## src/rtl/ds_cmd_pkg.sv

```systemverilog
// Shared definitions for the data-strobe command link (tx and rx).
// Parity bit per frame is enabled by the DS_CMD_TX_PARITY_EN macro.
package ds_cmd_pkg;

    localparam int CMD_W = 8;

`ifdef DS_CMD_TX_PARITY_EN
    localparam int NBITS = CMD_W + 1;
`else
    localparam int NBITS = CMD_W;
`endif

    typedef enum logic [1:0] {
        IDLE = 2'd0,
        SEND = 2'd1,
        GAP  = 2'd2
    } ds_tx_state_t;

    // Bit that makes the total number of ones odd.
    function automatic logic odd_parity(input logic [CMD_W-1:0] b);
        return ~^b;
    endfunction

endpackage

```

## src/rtl/ds_cmd_tx_if.sv

```systemverilog
// Valid/ready byte handshake into the DS command transmitter.
interface ds_cmd_tx_if;
    import ds_cmd_pkg::*;

    logic [CMD_W-1:0] in_data;
    logic             in_valid;
    logic             in_ready;

    modport master (output in_data, output in_valid, input in_ready);
    modport slave  (input in_data, input in_valid, output in_ready);

endinterface

```

## src/rtl/ds_bit_tick.sv

```systemverilog
// Bit-period counter: bit_end marks the last cycle of each serial bit.
module ds_bit_tick #(
    parameter int BIT_DIV = 4
) (
    input  logic clk,
    input  logic rst,
    input  logic load,
    input  logic en,
    output logic bit_end
);

    localparam logic [15:0] DIV_M1 = 16'(BIT_DIV - 1);

    logic [15:0] cnt;

    assign bit_end = en && (cnt == DIV_M1);

    // Loading the terminal count makes the first boundary land one
    // cycle after the handshake.
    always_ff @(posedge clk) begin
        if (rst) begin
            cnt <= '0;
        end else if (load) begin
            cnt <= DIV_M1;
        end else if (en) begin
            cnt <= bit_end ? '0 : cnt + 16'd1;
        end
    end

endmodule

```

## src/rtl/ds_cmd_tx.sv

```systemverilog
// DS command transmitter: serialises bytes MSB-first on data/strobe.
// Optional odd parity bit via DS_CMD_TX_PARITY_EN.
module ds_cmd_tx
    import ds_cmd_pkg::*;
#(
    parameter int BIT_DIV = 4,
    parameter int GAP_CYC = 8
) (
    input  logic              clk,
    input  logic              rst,
    ds_cmd_tx_if.slave        cmd,
    output logic              data_out,
    output logic              strobe_out,
    output logic              busy,
    output logic              done,
    output logic [15:0]       frame_cnt
);

    localparam logic [15:0] GAP_M1  = 16'(GAP_CYC - 1);
    localparam logic [3:0]  LAST_IX = 4'(NBITS - 1);

    ds_tx_state_t     state, state_nxt;
    logic [NBITS-1:0] sh;
    logic [NBITS-1:0] cap;
    logic [3:0]       idx;
    logic [15:0]      gap_cnt, gap_nxt;
    logic             first;
    logic             bit_end;
    logic             take;
    logic             emit;
    logic             last_bit;
    logic             done_nxt;

    assign cmd.in_ready = (state == IDLE) && !rst;
    assign busy         = (state != IDLE);
    assign take         = cmd.in_valid && cmd.in_ready;
    assign last_bit     = (idx == LAST_IX);
    assign emit         = (state == SEND) && bit_end && (first || !last_bit);

`ifdef DS_CMD_TX_PARITY_EN
    assign cap = {cmd.in_data, odd_parity(cmd.in_data)};
`else
    assign cap = cmd.in_data;
`endif

    ds_bit_tick #(
        .BIT_DIV (BIT_DIV)
    ) u_tick (
        .clk     (clk),
        .rst     (rst),
        .load    (take),
        .en      (state == SEND),
        .bit_end (bit_end)
    );

    always_comb begin
        state_nxt = state;
        gap_nxt   = gap_cnt;
        unique case (state)
            IDLE: if (take) state_nxt = SEND;
            SEND: begin
                if (bit_end && !first && last_bit) begin
                    state_nxt = GAP;
                    gap_nxt   = GAP_M1;
                end
            end
            GAP: begin
                if (gap_cnt == '0) state_nxt = IDLE;
                else gap_nxt = gap_cnt - 16'd1;
            end
            default: state_nxt = IDLE;
        endcase
        done_nxt = (state_nxt == GAP) && (gap_nxt == '0);
    end

    always_ff @(posedge clk) begin
        if (rst) begin
            state      <= IDLE;
            sh         <= '0;
            idx        <= '0;
            first      <= 1'b0;
            gap_cnt    <= '0;
            data_out   <= 1'b0;
            strobe_out <= 1'b0;
            done       <= 1'b0;
            frame_cnt  <= '0;
        end else begin
            state   <= state_nxt;
            gap_cnt <= gap_nxt;
            done    <= done_nxt;
            if (take) begin
                sh    <= cap;
                idx   <= '0;
                first <= 1'b1;
            end else if (emit) begin
                data_out <= sh[NBITS-1];
                // Strobe carries the edge whenever data does not.
                if (sh[NBITS-1] == data_out) strobe_out <= ~strobe_out;
                sh    <= sh << 1;
                first <= 1'b0;
                if (!first) idx <= idx + 4'd1;
            end
            if (state == GAP && gap_cnt == '0) frame_cnt <= frame_cnt + 16'd1;
        end
    end

endmodule

```

## src/flat_wrapper.sv

```systemverilog
// flat-port wrapper written by rule: the top's interface ports become plain ports
module ds_cmd_tx_flat import ds_cmd_pkg::*;
#(
    parameter int BIT_DIV = 4,
    parameter int GAP_CYC = 8
)
  (clk, rst, data_out, strobe_out, busy, done, frame_cnt, cmd_in_data, cmd_in_valid, cmd_in_ready);
  ds_cmd_tx_if cmd_i ();
  input  logic clk;
  input  logic rst;
  output logic data_out;
  output logic strobe_out;
  output logic busy;
  output logic done;
  output logic [15:0] frame_cnt;
  input wire logic [$bits(cmd_i.in_data)-1:0] cmd_in_data;
  input wire logic [$bits(cmd_i.in_valid)-1:0] cmd_in_valid;
  output wire logic [$bits(cmd_i.in_ready)-1:0] cmd_in_ready;
  assign cmd_i.in_data = cmd_in_data;
  assign cmd_i.in_valid = cmd_in_valid;
  assign cmd_in_ready = cmd_i.in_ready;
  ds_cmd_tx #(.BIT_DIV(BIT_DIV), .GAP_CYC(GAP_CYC)) u_core (.clk(clk), .rst(rst), .cmd(cmd_i), .data_out(data_out), .strobe_out(strobe_out), .busy(busy), .done(done), .frame_cnt(frame_cnt));
endmodule
```

## config.mk

```make
export PLATFORM = sky130hd
export DESIGN_NAME = ds_cmd_tx_flat
export DESIGN_NICKNAME = d
export VERILOG_FILES = /design/src/rtl/ds_cmd_pkg.sv /design/src/rtl/ds_cmd_tx_if.sv /design/src/rtl/ds_bit_tick.sv /design/src/rtl/ds_cmd_tx.sv /design/src/flat_wrapper.sv
export SDC_FILE = /design/constraint.sdc
export NUM_CORES = 1
export LEC_CHECK = 0
export BUFFER_PORTS_ARGS = -buffer_cell sky130_fd_sc_hd__buf_2
export CAP_MARGIN = 20
export CORE_MARGIN = 2
export CORE_UTILIZATION = 58
export DETAILED_ROUTE_END_ITERATION = 8
export PLACE_DENSITY = 0.75
export REMOVE_ABC_BUFFERS = 1
export SLEW_MARGIN = 20
export SYNTH_ARGS = -nofsm -noshare
export SYNTH_HDL_FRONTEND = slang
export SYNTH_SLANG_ARGS = --single-unit
export TNS_END_PERCENT = 5
```

## constraint.sdc

```tcl
create_clock -name clk -period 2.98 [get_ports clk]
set_clock_uncertainty 0.05 [all_clocks]
set_input_delay 0.298 -clock clk [delete_from_list [all_inputs] [get_ports clk]]
set_output_delay 0.298 -clock clk [all_outputs]
set_load 0.02 [all_outputs]
```

* Word-level counts from Yosys, hierarchy flattened
Index checks and enable logic that the tools add are counted.
** Word-level totals
- Output and inout bits :: 21
- Logic and storage cells :: 61
- Flip-flop bits (word level) :: 66
** Operators by class
- Reductions and logical operators :: 23
- Equal/unequal tests :: 6
- Muxes and demuxes :: 14
- Bitwise logic cells :: 3
- Add/sub/neg operators :: 4
** Operators by type and width (count)
- 16-bit two-way mux :: 3
- 16-bit by 1-bit adder with 16-bit output (second input constant) :: 2
- 16-bit logical NOT :: 2
- 16-bit one-hot mux with 2 select lines :: 1
- 16-bit by 2-bit equality test with 1-bit output (second input constant) :: 1
- 8-bit two-way mux :: 2
- 16-bit by 1-bit subtractor with 16-bit output (second input constant) :: 1
- 2-bit two-way mux :: 5
- 1-bit logical AND :: 9
- 2-bit one-hot mux with 3 select lines :: 1
- 2-bit nonzero test :: 3
- 4-bit by 1-bit adder with 4-bit output (second input constant) :: 1
- 2-bit equality test (second input constant) :: 2
- 4-bit by 3-bit equality test with 1-bit output (second input constant) :: 1
- 2-bit AND reduction :: 2
- 1-bit logical NOT :: 3
- 1-bit NOT :: 3
- 3-bit AND reduction :: 1
- 2-bit by 1-bit equality test with 1-bit output (second input constant) :: 1
- 2-bit logical NOT :: 1
- 1-bit two-way mux :: 2
- 2-bit OR reduction :: 1
- 1-bit equality test :: 1
- 1-bit logical OR :: 1

* Logic depth before layout (Yosys ltp)
- Word-level depth :: 8
- Mapped depth :: 10
- Gate-level depth less buffers :: 9

* Modules after synthesis
Synthesis repeated with hierarchy kept, for this count alone.
** Unflattened totals
- Cell total of the unflattened synthesis :: 402
- Area total of the unflattened synthesis :: 3432.0 µm²
** By module, submodules not included
- ds_cmd_tx :: instances 1, area an instance 2658.8 µm², cells each 316
- ds_bit_tick :: instances 1, area an instance 773.2 µm², cells each 86

* Worst setup path before layout
No wires, ideal clock.
- Path kind :: reg-to-reg
- From :: register u_core.state[1]
- To :: register u_core.done
- Cell stages (with the launch flop) :: 10
- Path buffers :: 0
- Period minus slack after synthesis :: 2.309 ns
- Path slack :: 0.671 ns
- Arrival :: 2.171 ns
- Cells stage by stage :: dfxtp_1 > inv_1 > ha_1 > nor4bb_1 > nand4_1 > o21ai_4 > nand2_1 > a2111oi_2 > nand4_1 > nor4_2
** On the way
- Word-level cells in the longest chain between the ends :: 8
- Elaborated cells on any way between the ends :: 17
- Classes of those cells :: eq/ne (3); mux (6); reduce/logical (8)
** RTL lines
- from (decl) :: RTL line ds_cmd_tx.sv:22 : ds_tx_state_t state, state_nxt;
- from (signal assigned) :: RTL line ds_cmd_tx.sv:88 : state <= state_nxt;
- 2-bit by 1-bit equality test with 1-bit output :: RTL line ds_cmd_tx.sv:52, ds_cmd_tx.sv:59
- 1-bit logical AND :: RTL line ds_bit_tick.sv:16 : assign bit_end = en && (cnt == DIV_M1);
- 1-bit logical AND (2 in series) :: RTL line ds_cmd_tx.sv:62 : if (bit_end && !first && last_bit) begin
- 16-bit two-way mux / 2-bit two-way mux (equally long branches) :: RTL line ds_cmd_tx.sv:62
- 16-bit one-hot mux with 2 select lines / 2-bit one-hot mux with 3 select lines (equally long branches) :: RTL line ds_cmd_tx.sv:59 : unique case (state)
- 16-bit logical NOT / 2-bit equality test (equally long branches) :: RTL line ds_cmd_tx.sv:73 : done_nxt = (state_nxt == GAP) && (gap_nxt == '0);
- 1-bit logical AND (*) :: RTL line ds_cmd_tx.sv:73
- to (signal assigned) :: RTL line ds_cmd_tx.sv:90 : done <= done_nxt;
- to (decl) :: RTL line ds_cmd_tx.sv:15 : output logic done,
Every way passes the cells marked *; elsewhere a longest branch is shown, timed or not.
A chain may end at the register's enable or synchronous reset.

* Worst setup path in the final report
- From :: register u_core.gap_cnt[0]
- To :: register u_core.done
** On the way
- Word-level cells in the longest chain between the ends :: 5
- Elaborated cells on any way between the ends :: 10
- Classes of those cells :: add/sub (1); eq/ne (1); mux (5); reduce/logical (3)
** RTL lines
- from (decl) :: RTL line ds_cmd_tx.sv:26 : logic [15:0] gap_cnt, gap_nxt;
- from (signal assigned) :: RTL line ds_cmd_tx.sv:89 : gap_cnt <= gap_nxt;
- 16-bit by 1-bit subtractor with 16-bit output / 16-bit logical NOT (equally long branches) :: RTL line ds_cmd_tx.sv:69, ds_cmd_tx.sv:68
- 16-bit two-way mux / 2-bit two-way mux (equally long branches) :: RTL line ds_cmd_tx.sv:68 : if (gap_cnt == '0) state_nxt = IDLE;
- 16-bit one-hot mux with 2 select lines / 2-bit one-hot mux with 3 select lines (equally long branches) :: RTL line ds_cmd_tx.sv:59
- 16-bit logical NOT / 2-bit equality test (equally long branches) :: RTL line ds_cmd_tx.sv:73
- 1-bit logical AND (*) :: RTL line ds_cmd_tx.sv:73
Marked as above.

==> key figures <==
Global route
  • Overall global routing resource usage: 24.5%
  • First-pass GRT wire length: 12.5 mm
  • Global route total overflow: 0
  • Number of antenna violations at the first check in global routing: 0
  • Number of global-route vias before repair: 2683
  • Pin count of the biggest net entering global routing: 36

Detailed routing
  • Number of optimization iterations in the first detailed-route pass: 5
  • Vias/cell: 5.91
  • Vias: 3096
  • Number of DRC markers after the initial detailed-route iteration: around 310
  • Count of unresolved DRC violations after routing: 0
  • Wire length per cell: 15.0 um
  • Aggregate routed wire length: 7.84 mm
  • Number of routed nets with antenna violations: 0

STA
  • Final worst-path cycle share: 93.2%
  • Actual slew at the worst max-slew pin: 0.774 ns
  • Final count of pins violating max slew: 0
  • Total negative setup slack: 0 ns
  • Upper clock frequency limit: 0.360 GHz
  • Final min period: 2.78 ns
  • RSZ-0062 raised after global routing: no
  • Final hold vios: 0
  • Final setup violation count: 0
  • Worst max-slew margin expressed relative to the limit: 48.2%

Worst setup path
  • Launch point of the worst reg-to-reg path: u_core.gap_cnt[0]$_SDFF_PP0_
  • Worst path most repeated cell: nand4_1
  • End point of the critical path: u_core.done$_SDFF_PP0_
  • Worst Setup Start Kind: flop
  • Highest-delay cell along the critical path: nor4b_1
  • Worst Path Arrival: a little under 3 ns
  • Crit path max-delay family: simple AND/OR/NAND/NOR gates
  • Worst Setup End Kind: flop
  • Reg2Reg Setup Slack: 0.20 ns
  • Buf/Inv on CP: 1
  • Worst setup path startpoint: u_core.gap_cnt[0]$_SDFF_PP0_
  • Critical-path maximum fanout: 6
  • Chain of cells forming the critical path: inv_1 > ha_1 > nor4b_1 > nand4_1 > nand2_1 > o21ai_0 > nor3_1 > nand4_1 > nor4_2
  • Capturing point of the worst reg2reg path: u_core.done$_SDFF_PP0_
  • Category of the most critical setup path: reg -> reg
  • Depth of the most critical reg-to-reg path: 9
  • Required arrival time at the worst endpoint: 3.19 ns
  • Crit path depth: 9
  • Crit-path max cell delay: 0.56 ns

Synthesis
  • Proportion of register bits with asynchronous set or reset after synthesis: 0%
  • Syn avg cell area: 8.48 um^2
  • Flip-flop and latch count after synthesis: 66
  • Top cell type by total area after synthesis: dfxtp_1
  • Number of synthesis warnings: 0
  • Most area-consuming cells after synthesis: dfxtp_1, nor2_1, xor2_1
  • Cells after synthesis: slightly above 400
  • Top-area cell type share of the netlist area: 38.2%
  • Ys flop type: dfxtp_1
  • Share of synthesized area occupied by flip-flops and latches: 38.2%
  • Count of flip-flops with a built-in enable after synthesis: 0
  • Cell area after technology mapping: 0.00346 mm^2
  • Post-synth cell types: 53

Clocking
  • Number of levels the H-tree was split into: 3
  • Clock input transition at the sequential cells of the worst setup and hold paths: about 0.080 ns
  • Number of cells upsized or downsized after cts: 0
  • Maximum buffer depth of the clock tree: 2
  • Insertion delay of the later-clocked pin in the worst-skew pair: 0.34 ns
  • CTS buffer count: 9
  • Sink count of the clock tree: 66
  • Count of hold buffers inserted by post-cts repair: 0
  • CTS Root Cell: clkbuf_8
  • Number of buffers inserted by post-CTS setup repair: 0
  • CTS tree: done

Placement
  • Detailed-placement wirelength estimate: ~5.4 mm
  • Cells after DPL: 505
  • RePlAce Congestion: just over 0.9
  • Number of I/O port buffers: 31

Cells and area
  • NumNets Final: 463
  • Fraction of final layout cells with drive strength greater than 1: 16.3%
  • Most frequent standard cell in the layout excluding fill and tap cells: dfxtp_1
  • Non-filler instance count after layout: approximately 520
  • Synth-to-layout area growth: 13.7%
  • Commonest cells after routing, fill and taps aside: dfxtp_1, nor2_1, buf_2
  • Diodes inserted: 0

Power and ir drop
  • Areal power density over the cells: approximately 470 mW/mm^2
  • Total power consumption of the routed design: 1840 uW
  • Worst IR Drop VDD: 0.000390 V
  • Static power due to leakage: roughly 0.0016 uW

Floorplan
  • # IOs: 32
  • Overall die width: 81.2 um
  • Area enclosed by the die boundary: 0.00660 mm^2
  • Starting utilization of the core area: 59.1%
  • Core Area: 0.00585 mm^2
  • Number of core rows: 28
  • Die boundary height: between 80 and 90 um

Status
  • Outcome: finished, final reports clean

Min path
  • Worst min path class: in -> reg

Run
  • Max capacitance violation total: 0
==> worst min-delay path, delay by kind of cell <==
| family | cells | cell delay [ns] |
|---|---|---|
| buffers and inverters | 1 | 0.09 |
| and+or+nand+nor | 1 | 0.07 |
| AOI/OAI and AO/OA | 1 | 0.05 |
==> registers in the layout, indices dropped and copies added (netlist names) <==
| name | cells |
|---|---|
| u_core.strobe_out | 1 |
| u_core.done | 1 |
| u_core.u_tick.cnt | 16 |
| u_core.state | 2 |
| u_core.sh | 8 |
| u_core.data_out | 1 |
| u_core.frame_cnt | 16 |
| u_core.idx | 4 |
| u_core.first | 1 |
| u_core.gap_cnt | 16 |
==> cells by family after synthesis <==
group                    count (synthesis)  share of synthesized area (%)
buffers and inverters                   28                           3.40
flip-flops                              66                           38.2
AO/OA/AOI/OAI                           72                           13.7
XOR/XNOR                                30                           7.60
multiplexers                            10                           2.89
AND/OR/NAND/NOR                        194                           31.3
adder cells (fa/ha/maj)                  8                           2.89
==> Yosys cell counts (10+ instances only) <==
cell type / n
xnor2_1: 11
nand2_1: 25
a21oi_1: 16
nor2_1: 65
clkbuf_1: 12
xor2_1: 19
nand3_1: 16
o21ai_0: 12
a211oi_1: 10
mux2i_1: 10
inv_1: 11
nand4_1: 16
dfxtp_1: 66
==> power breakdown <==
| group | switching [uW] | internal [uW] | total, uW | leakage (uW) |
|---|---|---|---|---|
| registers | 9.59 | 895 | 905 | 0.000534 |
| clock network | 368 | 469 | 837 | 0.000105 |
| logic | 64.3 | 37.3 | 102 | 0.000923 |
| total | 442 | 1400 | 1840 | 0.00156 |
==> layout make-up <==
| cell class | count | area [um^2] |
|---|---|---|
| sequential | 66 | 1320 |
| clock buffer | 9 | 124 |
| clock inverter | 7 | 93.8 |
| multi-input combinational | 314 | 2020 |
| tap | 75 | 93.8 |
| inverter | 11 | 41.3 |
| fill | 486 | 1920 |
| timing repair buffer | 42 | 238 |
==> through the flow <==
| step | hold slack, ns | worst slack (ns) | area [um^2] | util, % |
|---|---|---|---|---|
| final | 0.163 | 0.204 | 3930 | 67.2 |
| after global routing | 0.162 | 0.0251 | 3930 | 67.2 |
| after CTS | 0.154 | 0.278 | 3910 | 66.8 |
| after detailed placement | 0.432 | 0.298 | 3690 | 63.1 |
| after global placement | 0.422 | 0.327 | 3690 | 63.1 |
| after floorplan | 0.317 | 0.409 | 3380 | - |
==> layer usage <==
metal	global-route usage, %	part of all wire (%)	wire [um]	up-vias
met5	0	0	0	-
met4	6.44	1.1	90	0
met3	6.00	5.4	424	12
met2	38.9	48	3730	96
met1	33.2	46	3600	1447
li1	-	-	-	1541
==> worst min path at each step <==
stage	slack, ns	to	cells past startpoint	startpoint
final	0.16	u_core.sh[0]$_SDFFE_PP0P_	3	cmd_in_data[0]
after global routing	0.16	u_core.sh[0]$_SDFFE_PP0P_	3	cmd_in_data[0]
after CTS	0.15	u_core.sh[0]$_SDFFE_PP0P_	3	cmd_in_data[0]
after detailed placement	0.43	u_core.sh[0]$_SDFFE_PP0P_	2	u_core.sh[0]$_SDFFE_PP0P_
after global placement	0.42	u_core.sh[0]$_SDFFE_PP0P_	2	u_core.sh[0]$_SDFFE_PP0P_
after floorplan	0.32	u_core.frame_cnt[12]$_SDFFE_PP0P_	1	rst
Power figures use the tool's default switching activity.
